### src/rtl/falafel_req_scheduler.sv
// falafel_req_scheduler: drains the alloc and free request FIFOs and hands one
// request at a time to the allocator core, waiting for its completion before the
// next grant. Alloc wins arbitration, but only for a bounded streak while frees wait.
module falafel_req_scheduler #(
    parameter int DATA_W     = 16,
    parameter int STREAK_MAX = 4,
    parameter int CNT_W      = 32
) (
    input  logic              clk_i,
    input  logic              rst_ni,
    input  logic              alloc_fifo_empty_i,
    input  logic [DATA_W-1:0] alloc_fifo_dout_i,
    output logic              alloc_fifo_read_o,
    input  logic              free_fifo_empty_i,
    input  logic [DATA_W-1:0] free_fifo_dout_i,
    output logic              free_fifo_read_o,
    output logic              core_req_val_o,
    input  logic              core_req_rdy_i,
    output logic              core_req_free_o,
    output logic [DATA_W-1:0] core_req_data_o,
    input  logic              core_rsp_val_i,
    output logic              core_rsp_rdy_o,
    output logic              busy_o,
    output logic [CNT_W-1:0]  alloc_grants_o,
    output logic [CNT_W-1:0]  free_grants_o
);

    localparam int SW = $clog2(STREAK_MAX + 1);
    localparam logic [SW-1:0] STREAK_SAT = SW'(STREAK_MAX);

    typedef enum logic [1:0] {
        S_IDLE  = 2'd0,
        S_ISSUE = 2'd1,
        S_WAIT  = 2'd2
    } state_t;

    state_t            r_state;
    state_t            w_next;
    logic [SW-1:0]     r_streak;
    logic [DATA_W-1:0] r_data;
    logic              r_kind;
    logic [CNT_W-1:0]  r_alloc_cnt;
    logic [CNT_W-1:0]  r_free_cnt;
    logic              w_grant_free;
    logic              w_grant_alloc;
    logic              w_accept;

    // Arbitration in IDLE; gated by reset so no pop escapes while reset is held.
    always_comb begin
        w_grant_free  = 1'b0;
        w_grant_alloc = 1'b0;
        if (rst_ni && (r_state == S_IDLE)) begin
            w_grant_free  = !free_fifo_empty_i &&
                            (alloc_fifo_empty_i || (r_streak == STREAK_SAT));
            w_grant_alloc = !alloc_fifo_empty_i && !w_grant_free;
        end
        w_accept = (r_state == S_ISSUE) && core_req_rdy_i;
    end

    // State register.
    always_ff @(posedge clk_i or negedge rst_ni) begin
        if (!rst_ni) r_state <= S_IDLE;
        else         r_state <= w_next;
    end

    // Next-state and handshake outputs; an illegal encoding falls back to IDLE.
    always_comb begin
        w_next            = r_state;
        alloc_fifo_read_o = 1'b0;
        free_fifo_read_o  = 1'b0;
        core_req_val_o    = 1'b0;
        core_rsp_rdy_o    = 1'b0;
        busy_o            = 1'b0;
        case (r_state)
            S_IDLE: begin
                alloc_fifo_read_o = w_grant_alloc;
                free_fifo_read_o  = w_grant_free;
                if (w_grant_alloc || w_grant_free) w_next = S_ISSUE;
            end
            S_ISSUE: begin
                core_req_val_o = 1'b1;
                busy_o         = 1'b1;
                if (core_req_rdy_i) w_next = S_WAIT;
            end
            S_WAIT: begin
                core_rsp_rdy_o = 1'b1;
                busy_o         = 1'b1;
                if (core_rsp_val_i) w_next = S_IDLE;
            end
            default: w_next = S_IDLE;
        endcase
    end

    // Latch payload/kind on grant and track the consecutive-alloc streak.
    always_ff @(posedge clk_i or negedge rst_ni) begin
        if (!rst_ni) begin
            r_streak <= '0;
            r_data   <= '0;
            r_kind   <= 1'b0;
        end else if (w_grant_free) begin
            r_streak <= '0;
            r_data   <= free_fifo_dout_i;
            r_kind   <= 1'b1;
        end else if (w_grant_alloc) begin
            if (r_streak != STREAK_SAT) r_streak <= r_streak + 1'b1;
            r_data <= alloc_fifo_dout_i;
            r_kind <= 1'b0;
        end
    end

    // Grant counters advance only on the cycle the core accepts the request.
    always_ff @(posedge clk_i or negedge rst_ni) begin
        if (!rst_ni) begin
            r_alloc_cnt <= '0;
            r_free_cnt  <= '0;
        end else if (w_accept) begin
            if (r_kind) r_free_cnt  <= r_free_cnt + 1'b1;
            else        r_alloc_cnt <= r_alloc_cnt + 1'b1;
        end
    end

    assign core_req_data_o = r_data;
    assign core_req_free_o = r_kind;
    assign alloc_grants_o  = r_alloc_cnt;
    assign free_grants_o   = r_free_cnt;

    a_state_legal: assert property (@(posedge clk_i) disable iff (!rst_ni)
        r_state inside {S_IDLE, S_ISSUE, S_WAIT});

endmodule

### config.mk
export PLATFORM = sky130hd
export DESIGN_NAME = falafel_req_scheduler
export DESIGN_NICKNAME = d
export VERILOG_FILES = /design/src/rtl/falafel_req_scheduler.sv
export SDC_FILE = /design/constraint.sdc
export NUM_CORES = 1
export LEC_CHECK = 0
export CORE_MARGIN = 4
export CORE_UTILIZATION = 40
export CTS_CLUSTER_DIAMETER = 60
export DETAILED_ROUTE_END_ITERATION = 8
export HOLD_SLACK_MARGIN = 0.08
export PLACE_DENSITY = 0.7
export SYNTH_ARGS = -nofsm -noshare
export SYNTH_HDL_FRONTEND = slang
export SYNTH_SLANG_ARGS = --single-unit
### constraint.sdc
create_clock -name clk_i -period 2.3 [get_ports clk_i]
set_clock_uncertainty 0.15 [all_clocks]
set_input_delay 0.46 -clock clk_i [delete_from_list [all_inputs] [get_ports clk_i]]
set_output_delay 0.46 -clock clk_i [all_outputs]
set_load 0.1 [all_outputs]
==> results of run 1 <==
area by class of cell:
class / instances / area [um^2]
clock inverter: 7 / 80.1
tap: 133 / 166
multi-input combinational: 258 / 1840
clock buffer: 9 / 124
inverter: 10 / 37.5
sequential: 86 / 2170
timing repair buffer: 149 / 1300
fill: 865 / 4100
registers in the layout, summed over array words and instances, names as in the netlist:
| register | count |
|---|---|
| core_req_free_o | 1 |
| r_streak | 3 |
| core_req_data_o | 16 |
| alloc_grants_o | 32 |
| free_grants_o | 32 |
| r_state | 2 |
cells by family (layout without fill, tap and decap cells):
family | after synthesis | in the layout
compound gates | 22 | 22
xor+xnor | 64 | 64
fa+ha+maj | 8 | 8
buf+inv | 21 | 175
flops | 86 | 86
mux | 3 | 3
simple gates | 161 | 161
routing by layer:
metal	vias up	track usage [%]	wire, um
li1	1570	-	-
met1	1615	22.0	4280
met2	83	27.4	4720
met3	11	4.42	615
met4	0	4.87	106
met5	-	0	0
how the worst max path moves through the flow:
stage / startpoint / endpoint / slack [ns] / depth (start not counted)
CTS: r_state[1]$_DFFE_PN0P_ / free_fifo_read_o / 0.003 / 6
floorplan: r_state[1]$_DFFE_PN0P_ / free_grants_o[30]$_DFFE_PN0P_ / -0.19 / 6
detailed placement: core_req_rdy_i / free_grants_o[9]$_DFFE_PN0P_ / -0.09 / 5
finish: r_streak[0]$_DFFE_PN0P_ / free_fifo_read_o / 0.1 / 6
global placement: core_req_rdy_i / free_grants_o[9]$_DFFE_PN0P_ / -0.06 / 5
global route: r_streak[0]$_DFFE_PN0P_ / free_fifo_read_o / -0.003 / 6
worst max-delay path: stages (launching register included):
cell     delay, ns
dfrtp_1       0.40
inv_2         0.08
ha_4          0.13
a21oi_1       0.08
nor3_2        0.21
buf_4         0.18
buf_12        0.17
cell usage after synthesis:
master and instances:
a21oi_1 2, and3_1 13, nand3_2 2, xor2_1 10
o21bai_1 1, buf_4 1, nor4b_1 1, nor2_1 7
and3b_1 1, nor4b_4 1, nand4_1 25, mux2_2 3
xnor2_1 54, buf_2 5, a22oi_1 16, or4_4 1
nand3b_2 1, nor4_1 1, nor4_4 3, nor2b_1 1
and2_1 2, a21o_1 1, ha_1 8, nand4b_1 4
and3_2 1, nor2_2 3, nand2_1 60, or3_1 1
dfrtp_1 86, nor3_1 5, nand4_2 2, o21a_1 1
and4_1 10, nand3_1 16, inv_1 10, a222oi_1 1
clkbuf_1 5
power by group:
| part | switching (mW) | internal (mW) |
|---|---|---|
| sequential | 0.215 | 1.76 |
| clock | 0.579 | 0.516 |
| combinational | 2.31 | 0.845 |
what timing repair did:
action / 4_1_cts / 5_1_grt
setup buffers: 3 / 4
pin swaps: 1 / 1
hold buffers: 1 / 0
resized for setup: 3 / 5
endpoints found under the setup margin: 1 / 2
hold endpoints to repair: 31 / 0
==> out/metrics.csv, run 1 <==
stage,metric,value,unit
global_routing,global-route wire length before repair,15700,um
timing,WHS,0.115,ns
place,Placement Setup Slack,-0.0900,ns
floorplanning,Die Wd,109,um
finish,"most common cell after layout, fill and taps aside",buf_4,
synth,Cell variety after synth,37,
timing,# setup viols final,0,
worst_setup_path,"Arr. time, crit path",1.59,ns
worst_hold_path,Hold WC Path Type,primary input to async pin,
synth,Post-Synth Adder-Cell Area,2.47,%
global_routing,global-route usage over all layers,16.8,%
clock_network,cts bufs inserted,9,
routing,WL/cell,14.9,um
synth,Synth area leaders,"dfrtp_1 (53%), xnor2_1 (12%), nand2_1 (5.6%), nand4_1 (3.9%), a22oi_1 (3.0%)",
place,post-DP HPWL,7210,um
pwr,Power per Cell Area,1090,nW/um^2
worst_setup_path,R2R Path End,free_grants_o[11]$_DFFE_PN0P_,
synth,Synth top area share,53.2,%
clock_network,clock latency on the worst-skew pair,0.35,ns
job,max-cap viol count,0,
timing,Worst Max-Slew Pin Slew,0.701,ns
outcome,outcome,completed,
global_routing,pin count of the biggest net entering global routing,56,
worst_setup_path,CP startpoint kind,flip-flop,
finish,"commonest non-fill, non-tap cells in the layout","buf_4 (105), dfrtp_1 (70), nand2_1 (60)",
place,# placed instances,628,
synth,"Avg Cell Area, Syn",11.1,um^2
routing,"antenna viol nets, final",0,
pwr,peak supply drop,0.779,mV
finish,# nets final,560,
synth,Yosys top cell by area,dfrtp_1,
pwr,Tot Pwr,6.23,mW
worst_setup_path,Critical Path RT,1.69,ns
timing,"Hold Violations, Final",0,
synth,main combinational cell family by area after synthesis,simple AND/OR/NAND/NOR gates,
global_routing,global route overflow,0,
clock_network,clk buf depth,2,
synth,Synth Area in XOR/XNOR,13.9,%
global_routing,antenna violations before repair,0,
synth,Compound-Gate Fraction of Synth Area,4.02,%
clock_network,Root Driver,clkbuf_8,
pwr,leakage power,2.74,nW
finish,Layout area overhead,41.3,%
finish,# diodes,0,
floorplanning,die area,11800,um^2
global_routing,vias in the first global route,3271,
clock_network,htree depth,3,
clock_network,Clock transition at path regs,0.09,ns
timing,Max-slew headroom,53.3,%
floorplanning,core area,9820,um^2
routing,vias per inst,5.03,
finish,Finished Cell Area,5720,um^2
finish,Finished Core Util,58.2,%
synth,#FFs+latches synth,86,
routing,# DRC,0,
worst_setup_path,R2R cell count,7,
synth,cell count after synthesis,365,
synth,syn nets,411,
floorplanning,Die H,109,um
worst_setup_path,R2R setup slack,0.17,ns
synth,Synth Warn #,0,
timing,Fin Setup TNS,0,ns
finish,fraction of layout cells with a size suffix above 1,32.6,%
place,Post-DP Area,5420,um^2
timing,max-slew violation count,0,
routing,DR pass1 iterations,4,
place,PortBufs,123,
synth,mux cell area share after synthesis,0.835,%
floorplanning,top-level port count,124,
worst_setup_path,worst r2r src,r_state[0]$_DFFE_PN0P_,
worst_setup_path,Crit. End Element,primary output,
floorplanning,Rows,36,
synth,Simple-Gate Fraction of Synth Area,23.4,%
timing,minimum clock period,2.20,ns
routing,WL final,9720,um
place,GPL Wtd Cong,0.768,
routing,drt first-iter violations,124,
routing,vias,3279,
worst_setup_path,Crit Path Max Fanout,3,
clock_network,CTS tree,done,
worst_setup_path,critical setup path kind,flip-flop to primary output,
synth,Mapped Area,4050,um^2
floorplanning,Starting Density,41.2,%
clock_network,CTS Sinks,86,
timing,fin crit share,95.8,%
timing,fmax,0.454,GHz
synth,"Seq/Total Area, Yosys",53.2,%
finish,"Cell Count, Final, Fillers Out",652,
timing,"Worst Setup Slack, final",0.0971,ns
Power figures use the tool's default switching activity.
==> run 2, diff against run 1 <==
- CAP_MARGIN: default -> 5
- CORE_UTILIZATION: 40 -> 47
- PLACE_DENSITY: 0.7 -> 0.85
==> run 2 against run 1 <==
Effect of this change: routed wire length grew 1.2%; count of clock-buffer cells in the layout grew 1; non-clock buffer count decreased by 7; fmax about the same; die area decreased by 14%; core utilization increased by 9.0 points; combinational power decreased by 2%; flip-flop and latch count unchanged; highest routed layer unchanged; sequential share of layout area is 0.91 points higher; clock power decreased by 9%; critical path depth shrank 1; critical path type unchanged; first-iteration DRC count shrank 19%.
==> out/metrics.csv, run 2 (synthesis results as in run 1) <==
stage,metric,value,unit,change
timing,max-slew violation count,0,,unchanged
place,post-DP HPWL,7310,um,was 7210 um
global_routing,global route overflow,0,,unchanged
worst_setup_path,R2R cell count,6,,was 7
worst_setup_path,Crit Path Max Fanout,3,,unchanged
pwr,Power per Cell Area,1090,nW/um^2,about the same
worst_setup_path,"CP delay by family, top",flip-flops,,was buffers and inverters
clock_network,CTS tree,done,,unchanged
routing,vias,3363,,was 3279
worst_setup_path,CP startpoint kind,flip-flop,,unchanged
floorplanning,top-level port count,124,,unchanged
pwr,register share of total power,32.7,%,was 31.8%
finish,Finished Core Util,67.3,%,was 58.2%
worst_hold_path,Hold WC Path Type,primary input to async pin,,unchanged
pwr,switching share of power,50.8,%,was 49.8%
outcome,outcome,completed,,unchanged
global_routing,antenna violations before repair,0,,unchanged
finish,Layout area overhead,38.0,%,was 41.3%
timing,# setup viols final,0,,unchanged
timing,Worst Max-Slew Pin Slew,0.583,ns,was 0.701 ns
routing,WL/cell,15.9,um,was 14.9 um
worst_setup_path,"Arr. time, crit path",1.59,ns,about the same
floorplanning,core area,8300,um^2,was 9820 um^2
clock_network,cts bufs inserted,9,,unchanged
timing,fmax,0.454,GHz,about the same
pwr,peak supply drop,1.05,mV,was 0.779 mV
finish,"most common cell after layout, fill and taps aside",buf_4,,unchanged
global_routing,pin count of the biggest net entering global routing,48,,was 56
floorplanning,Rows,33,,was 36
finish,"Cell Count, Final, Fillers Out",617,,was 652
worst_setup_path,Crit. End Element,primary output,,unchanged
place,PortBufs,123,,unchanged
floorplanning,Die H,101,um,was 109 um
timing,"Hold Violations, Final",0,,unchanged
finish,fraction of layout cells with a size suffix above 1,31.1,%,was 32.6%
pwr,P_sw,3.08,mW,was 3.10 mW
clock_network,htree depth,3,,unchanged
worst_setup_path,CP cell instances,inv_2 > ha_4 > and3b_1 > o21a_1 > buf_12,,was inv_2 > ha_4 > a21oi_1 > nor3_2 > buf_4 > buf_12
timing,fin crit share,95.7,%,was 95.8%
finish,"commonest non-fill, non-tap cells in the layout","buf_4 (99), dfrtp_1 (70), nand2_1 (60)",,"was buf_4 (105), dfrtp_1 (70), nand2_1 (60)"
pwr,Int Pwr,2.98,mW,was 3.12 mW
routing,# DRC,0,,unchanged
global_routing,global-route wire length before repair,16300,um,was 15700 um
clock_network,Root Driver,clkbuf_8,,unchanged
worst_setup_path,"Slowest-stage cell, CP",dfrtp_1,,unchanged
clock_network,CTS Sinks,86,,unchanged
global_routing,global-route usage over all layers,20.2,%,was 16.8%
clock_network,clock latency on the worst-skew pair,0.35,ns,about the same
finish,# diodes,0,,unchanged
timing,Max-slew headroom,61.1,%,was 53.3%
global_routing,vias in the first global route,3424,,was 3271
worst_setup_path,R2R Path End,free_grants_o[9]$_DFFE_PN0P_,,was free_grants_o[11]$_DFFE_PN0P_
floorplanning,Die Wd,101,um,was 109 um
timing,minimum clock period,2.20,ns,about the same
routing,vias per inst,5.45,,was 5.03
worst_setup_path,Critical Path Max Stage Delay,0.41,ns,was 0.40 ns
finish,# nets final,553,,was 560
routing,WL final,9830,um,was 9720 um
clock_network,Clock transition at path regs,0.09,ns,about the same
routing,DR pass1 iterations,4,,unchanged
place,GPL Wtd Cong,0.777,,was 0.768
floorplanning,die area,10200,um^2,was 11800 um^2
job,max-cap viol count,0,,unchanged
routing,"antenna viol nets, final",0,,unchanged
place,# placed instances,599,,was 628
routing,drt first-iter violations,101,,was 124
timing,RSZ-0062 raised after global routing,false,,
worst_setup_path,worst r2r src,r_state[1]$_DFFE_PN0P_,,was r_state[0]$_DFFE_PN0P_
pwr,Clk pwr share,16.4,%,was 17.6%
worst_setup_path,WP buf/inv,2,,was 3
clock_network,clk buf depth,2,,unchanged
pwr,leakage power,2.70,nW,was 2.74 nW
worst_setup_path,Critical Path RT,1.69,ns,about the same
worst_setup_path,R2R setup slack,0.20,ns,was 0.17 ns
floorplanning,Starting Density,48.7,%,was 41.2%
worst_setup_path,critical setup path kind,flip-flop to primary output,,unchanged
pwr,Comb power frac,50.9,%,was 50.6%
==> run 2: layout make-up <==
class                      count  area [um^2]
fill                         611         2720
sequential                    86         2170
multi-input combinational    258         1820
timing repair buffer         142         1230
clock buffer                  10          138
tap                          105          131
clock inverter                 6         45.0
inverter                      10         37.5
==> run 2: repair_timing <==
action	4_1_cts	5_1_grt
endpoints found under the setup margin	2	2
hold buffers	1	0
hold endpoints to repair	39	0
pin swaps	0	0
gates resized for setup	2	2
buffers inserted	0	1
==> run 2: worst max-delay path by stage <==
stage	end	from	slack (ns)	depth (start not counted)
after floorplan	free_grants_o[30]$_DFFE_PN0P_	r_state[1]$_DFFE_PN0P_	-0.19	6
after global placement	free_grants_o[9]$_DFFE_PN0P_	core_req_rdy_i	-0.06	5
after detailed placement	free_grants_o[11]$_DFFE_PN0P_	core_req_rdy_i	-0.13	5
after CTS	alloc_fifo_read_o	r_state[1]$_DFFE_PN0P_	0.008	5
after global routing	alloc_fifo_read_o	r_state[0]$_DFFE_PN0P_	0.009	5
final	alloc_fifo_read_o	r_state[0]$_DFFE_PN0P_	0.1	5
==> run 2: per-stage QoR <==
stage	hold slack [ns]	setup TNS, ns	power, mW	worst slack [ns]	cell area, um^2
global route	0.128	0	6.33	0.00924	5580
finish	0.0776	0	6.06	0.0986	5580
detailed placement	0.315	-0.853	5.07	-0.126	5370
global placement	0.301	-0.114	5.01	-0.0574	5370
floorplan	0.0144	-2.71	4.22	-0.186	4070
CTS	0.0909	0	6.08	0.00814	5560
==> run 2: worst reg2reg max path, delay by kind of cell (launching register included) <==
kind / cells / cell delay, ns
and+or+nand+nor: 3 / 0.93
xor gates and xnor gates: 1 / 0.14
buffers and inverters: 1 / 0.10
adders and majority gates: 1 / 0.31
DFF: 1 / 0.41
==> run 2: metal layers <==
metal | GRT usage, % | vias to the layer above | share of wire (%) | routed length, um
met4 | 6.53 | 0 | 1.3 | 128
met3 | 6.30 | 14 | 8.7 | 859
met5 | 0 | - | 0 | 0
met2 | 33.1 | 125 | 48 | 4730
li1 | - | 1566 | - | -
met1 | 25.6 | 1658 | 42 | 4110
==> run 2: power by group through the flow <==
stage	combinational [mW]	clock [mW]	sequential, mW
after detailed placement	3.06	0	2.01
after global placement	3.02	0	1.99
after floorplan	0.805	0	3.41
final	3.08	0.994	1.98
after CTS	3.07	1.02	1.99
after global routing	3.23	1.07	2.02
==> run 3, diff against run 2 <==
- SLEW_MARGIN: default -> 10
- clock period: 2.3 -> 2.5 ns (I/O delays scaled with it)
==> run 3 against run 2 <==
Effect of this change: design area fell by 1.0%; sequential power is 9% lower; core utilization is 0.69 points lower; non-clock buffer count fell by 6; combinational power shrank 10%; worst setup slack better by 0.044 ns; global-route usage down 0.66 points; count of clock-buffer cells in the layout is 2 higher.
==> out/metrics.csv, run 3 (synthesis results as in run 1) <==
stage,metric,value,unit,change
clock_network,clock latency on the worst-skew pair,0.35,ns,about the same
job,max-cap viol count,0,,unchanged
timing,fmax,0.424,GHz,
clock_network,setup bufs post-CTS,0,,unchanged
outcome,outcome,completed,,unchanged
pwr,P_sw,2.78,mW,was 3.08 mW
worst_setup_path,CP startpoint kind,flip-flop,,unchanged
pwr,Clk pwr share,19.4,%,was 16.4%
worst_hold_path,Hold WC Path Type,primary input to async pin,,unchanged
worst_setup_path,Crit. End Element,primary output,,unchanged
pwr,register share of total power,31.9,%,was 32.7%
routing,DR pass1 iterations,4,,unchanged
clock_network,Clock transition at path regs,0.09,ns,about the same
place,GPL Wtd Cong,0.774,,was 0.777
global_routing,global-route usage over all layers,19.6,%,was 20.2%
routing,# DRC,0,,unchanged
clock_network,htree depth,3,,unchanged
clock_network,cts bufs inserted,9,,unchanged
worst_setup_path,Critical Path Max Stage Delay,0.41,ns,about the same
worst_setup_path,"Arr. time, crit path",1.71,ns,was 1.59 ns
timing,Fin Setup TNS,0,ns,unchanged
global_routing,pin count of the biggest net entering global routing,78,,was 48
finish,fraction of layout cells with a size suffix above 1,26.7,%,was 31.1%
worst_setup_path,R2R setup slack,0.38,ns,was 0.20 ns
timing,minimum clock period,2.36,ns,
timing,Max-slew headroom,36.4,%,was 61.1%
global_routing,global-route wire length before repair,15700,um,was 16300 um
clock_network,CTS tree,done,,unchanged
pwr,Int Pwr,2.89,mW,was 2.98 mW
timing,# setup viols final,0,,unchanged
pwr,Tot Pwr,5.67,mW,was 6.06 mW
worst_setup_path,critical setup path kind,flip-flop to primary output,,unchanged
finish,"commonest non-fill, non-tap cells in the layout","buf_4 (95), dfrtp_1 (84), nand2_1 (60)",,"was buf_4 (99), dfrtp_1 (70), nand2_1 (60)"
finish,Layout area overhead,36.6,%,was 38.0%
pwr,leakage power,2.71,nW,was 2.70 nW
worst_setup_path,CP cell instances,inv_1 > ha_1 > nand2_1 > nor3_2 > buf_12,,was inv_2 > ha_4 > and3b_1 > o21a_1 > buf_12
pwr,peak supply drop,1.45,mV,was 1.05 mV
pwr,Power per Cell Area,1030,nW/um^2,was 1090 nW/um^2
worst_setup_path,Crit. Startpoint,r_state[0]$_DFFE_PN0P_,,unchanged
floorplanning,Die H,101,um,unchanged
routing,vias per inst,5.34,,was 5.45
floorplanning,die area,10200,um^2,unchanged
clock_network,post_cts resized,0,,was 2
finish,"most common cell after layout, fill and taps aside",buf_4,,unchanged
pwr,switching share of power,49.0,%,was 50.8%
routing,drt first-iter violations,113,,was 101
worst_setup_path,worst r2r src,r_state[1]$_DFFE_PN0P_,,unchanged
finish,# diodes,0,,unchanged
global_routing,vias in the first global route,3331,,was 3424
clock_network,CTS Sinks,86,,unchanged
place,Post-DP Area,5290,um^2,was 5370 um^2
floorplanning,Starting Density,48.7,%,unchanged
timing,max-slew violation count,0,,unchanged
timing,"Hold Violations, Final",0,,unchanged
routing,WL/cell,16.1,um,was 15.9 um
finish,Finished Cell Area,5520,um^2,was 5580 um^2
floorplanning,top-level port count,124,,unchanged
clock_network,Root Driver,clkbuf_8,,unchanged
routing,WL final,9820,um,was 9830 um
pwr,Comb power frac,48.7,%,was 50.9%
worst_setup_path,R2R Path End,free_grants_o[11]$_DFFE_PN0P_,,was free_grants_o[9]$_DFFE_PN0P_
routing,"antenna viol nets, final",0,,unchanged
worst_setup_path,R2R cell count,6,,unchanged
global_routing,antenna violations before repair,0,,unchanged
clock_network,clk buf depth,2,,unchanged
place,PortBufs,123,,unchanged
floorplanning,Die Wd,101,um,unchanged
worst_setup_path,Critical Path RT,1.85,ns,was 1.69 ns
floorplanning,core area,8300,um^2,unchanged
timing,RSZ-0062 raised after global routing,false,,unchanged
timing,fin crit share,94.3,%,
clock_network,hold buffer count at cts,1,,unchanged
worst_setup_path,Critical path destination,free_fifo_read_o,,was alloc_fifo_read_o
timing,Worst Max-Slew Pin Slew,0.954,ns,was 0.583 ns
timing,"Worst Setup Slack, final",0.143,ns,was 0.0986 ns
routing,vias,3261,,was 3363
place,post-DP HPWL,7190,um,was 7310 um
floorplanning,Rows,33,,unchanged
worst_setup_path,"Slowest-stage cell, CP",dfrtp_1,,unchanged
worst_setup_path,Crit Path Max Fanout,3,,unchanged
global_routing,global route overflow,0,,unchanged
finish,# nets final,547,,was 553
place,Placement Setup Slack,0.0355,ns,was -0.126 ns
-- run 3: how the worst min path moves through the flow --
stage,slack (ns),startpoint,endpoint,cells after the start
final,0.29,rst_ni,free_grants_o[10]$_DFFE_PN0P_,2
after global routing,0.35,core_req_data_o[7]$_DFFE_PN0P_,core_req_data_o[7]$_DFFE_PN0P_,2
after CTS,0.31,rst_ni,free_grants_o[10]$_DFFE_PN0P_,2
after detailed placement,0.20,rst_ni,core_req_data_o[4]$_DFFE_PN0P_,1
after global placement,0.20,rst_ni,core_req_data_o[1]$_DFFE_PN0P_,1
after floorplan,0.05,rst_ni,alloc_grants_o[0]$_DFFE_PN0P_,0
-- run 3: cell type report --
| class | instances | area [um^2] |
|---|---|---|
| inverters | 10 | 37.5 |
| clock inverters | 4 | 70.1 |
| multi-input cells | 258 | 1810 |
| well taps | 105 | 131 |
| flip-flops and latches | 86 | 2150 |
| clock buffers | 12 | 155 |
| fillers | 635 | 2780 |
| repair buffers | 136 | 1160 |
-- run 3: per-stage QoR --
stage / util [%] / std cells / hold slack (ns)
after floorplan: - / 365 / 0.0544
after global placement: 63.7 / 594 / 0.198
after detailed placement: 63.7 / 594 / 0.200
after CTS: 66.6 / 611 / 0.307
after global routing: 66.6 / 611 / 0.347
final: 66.6 / 611 / 0.291
-- run 3: metal layers --
layer / GRT usage, % / part of all wire (%) / routed length [um] / vias up
met5: 0 / 0 / 0 / -
li1: - / - / - / 1548
met4: 5.80 / 1.0 / 102 / 0
met3: 6.78 / 8.9 / 873 / 11
met2: 32.3 / 48 / 4720 / 122
met1: 24.3 / 42 / 4120 / 1580
-- run 3: critical path, delay by kind of cell (launching register included) --
family,cells,cell delay [ns]
DFF,1,0.41
and+or+nand+nor,2,0.39
buffers and inverters,2,0.34
adders and majority gates,1,0.21
-- run 3: power groups by stage --
stage / Combinational [mW] / Sequential [mW] / Clock (mW)
after floorplan: 0.741 / 3.13 / 0
after detailed placement: 2.77 / 1.83 / 0
after global routing: 2.88 / 1.84 / 1.17
after global placement: 2.73 / 1.82 / 0
after CTS: 2.78 / 1.81 / 1.12
final: 2.76 / 1.81 / 1.10
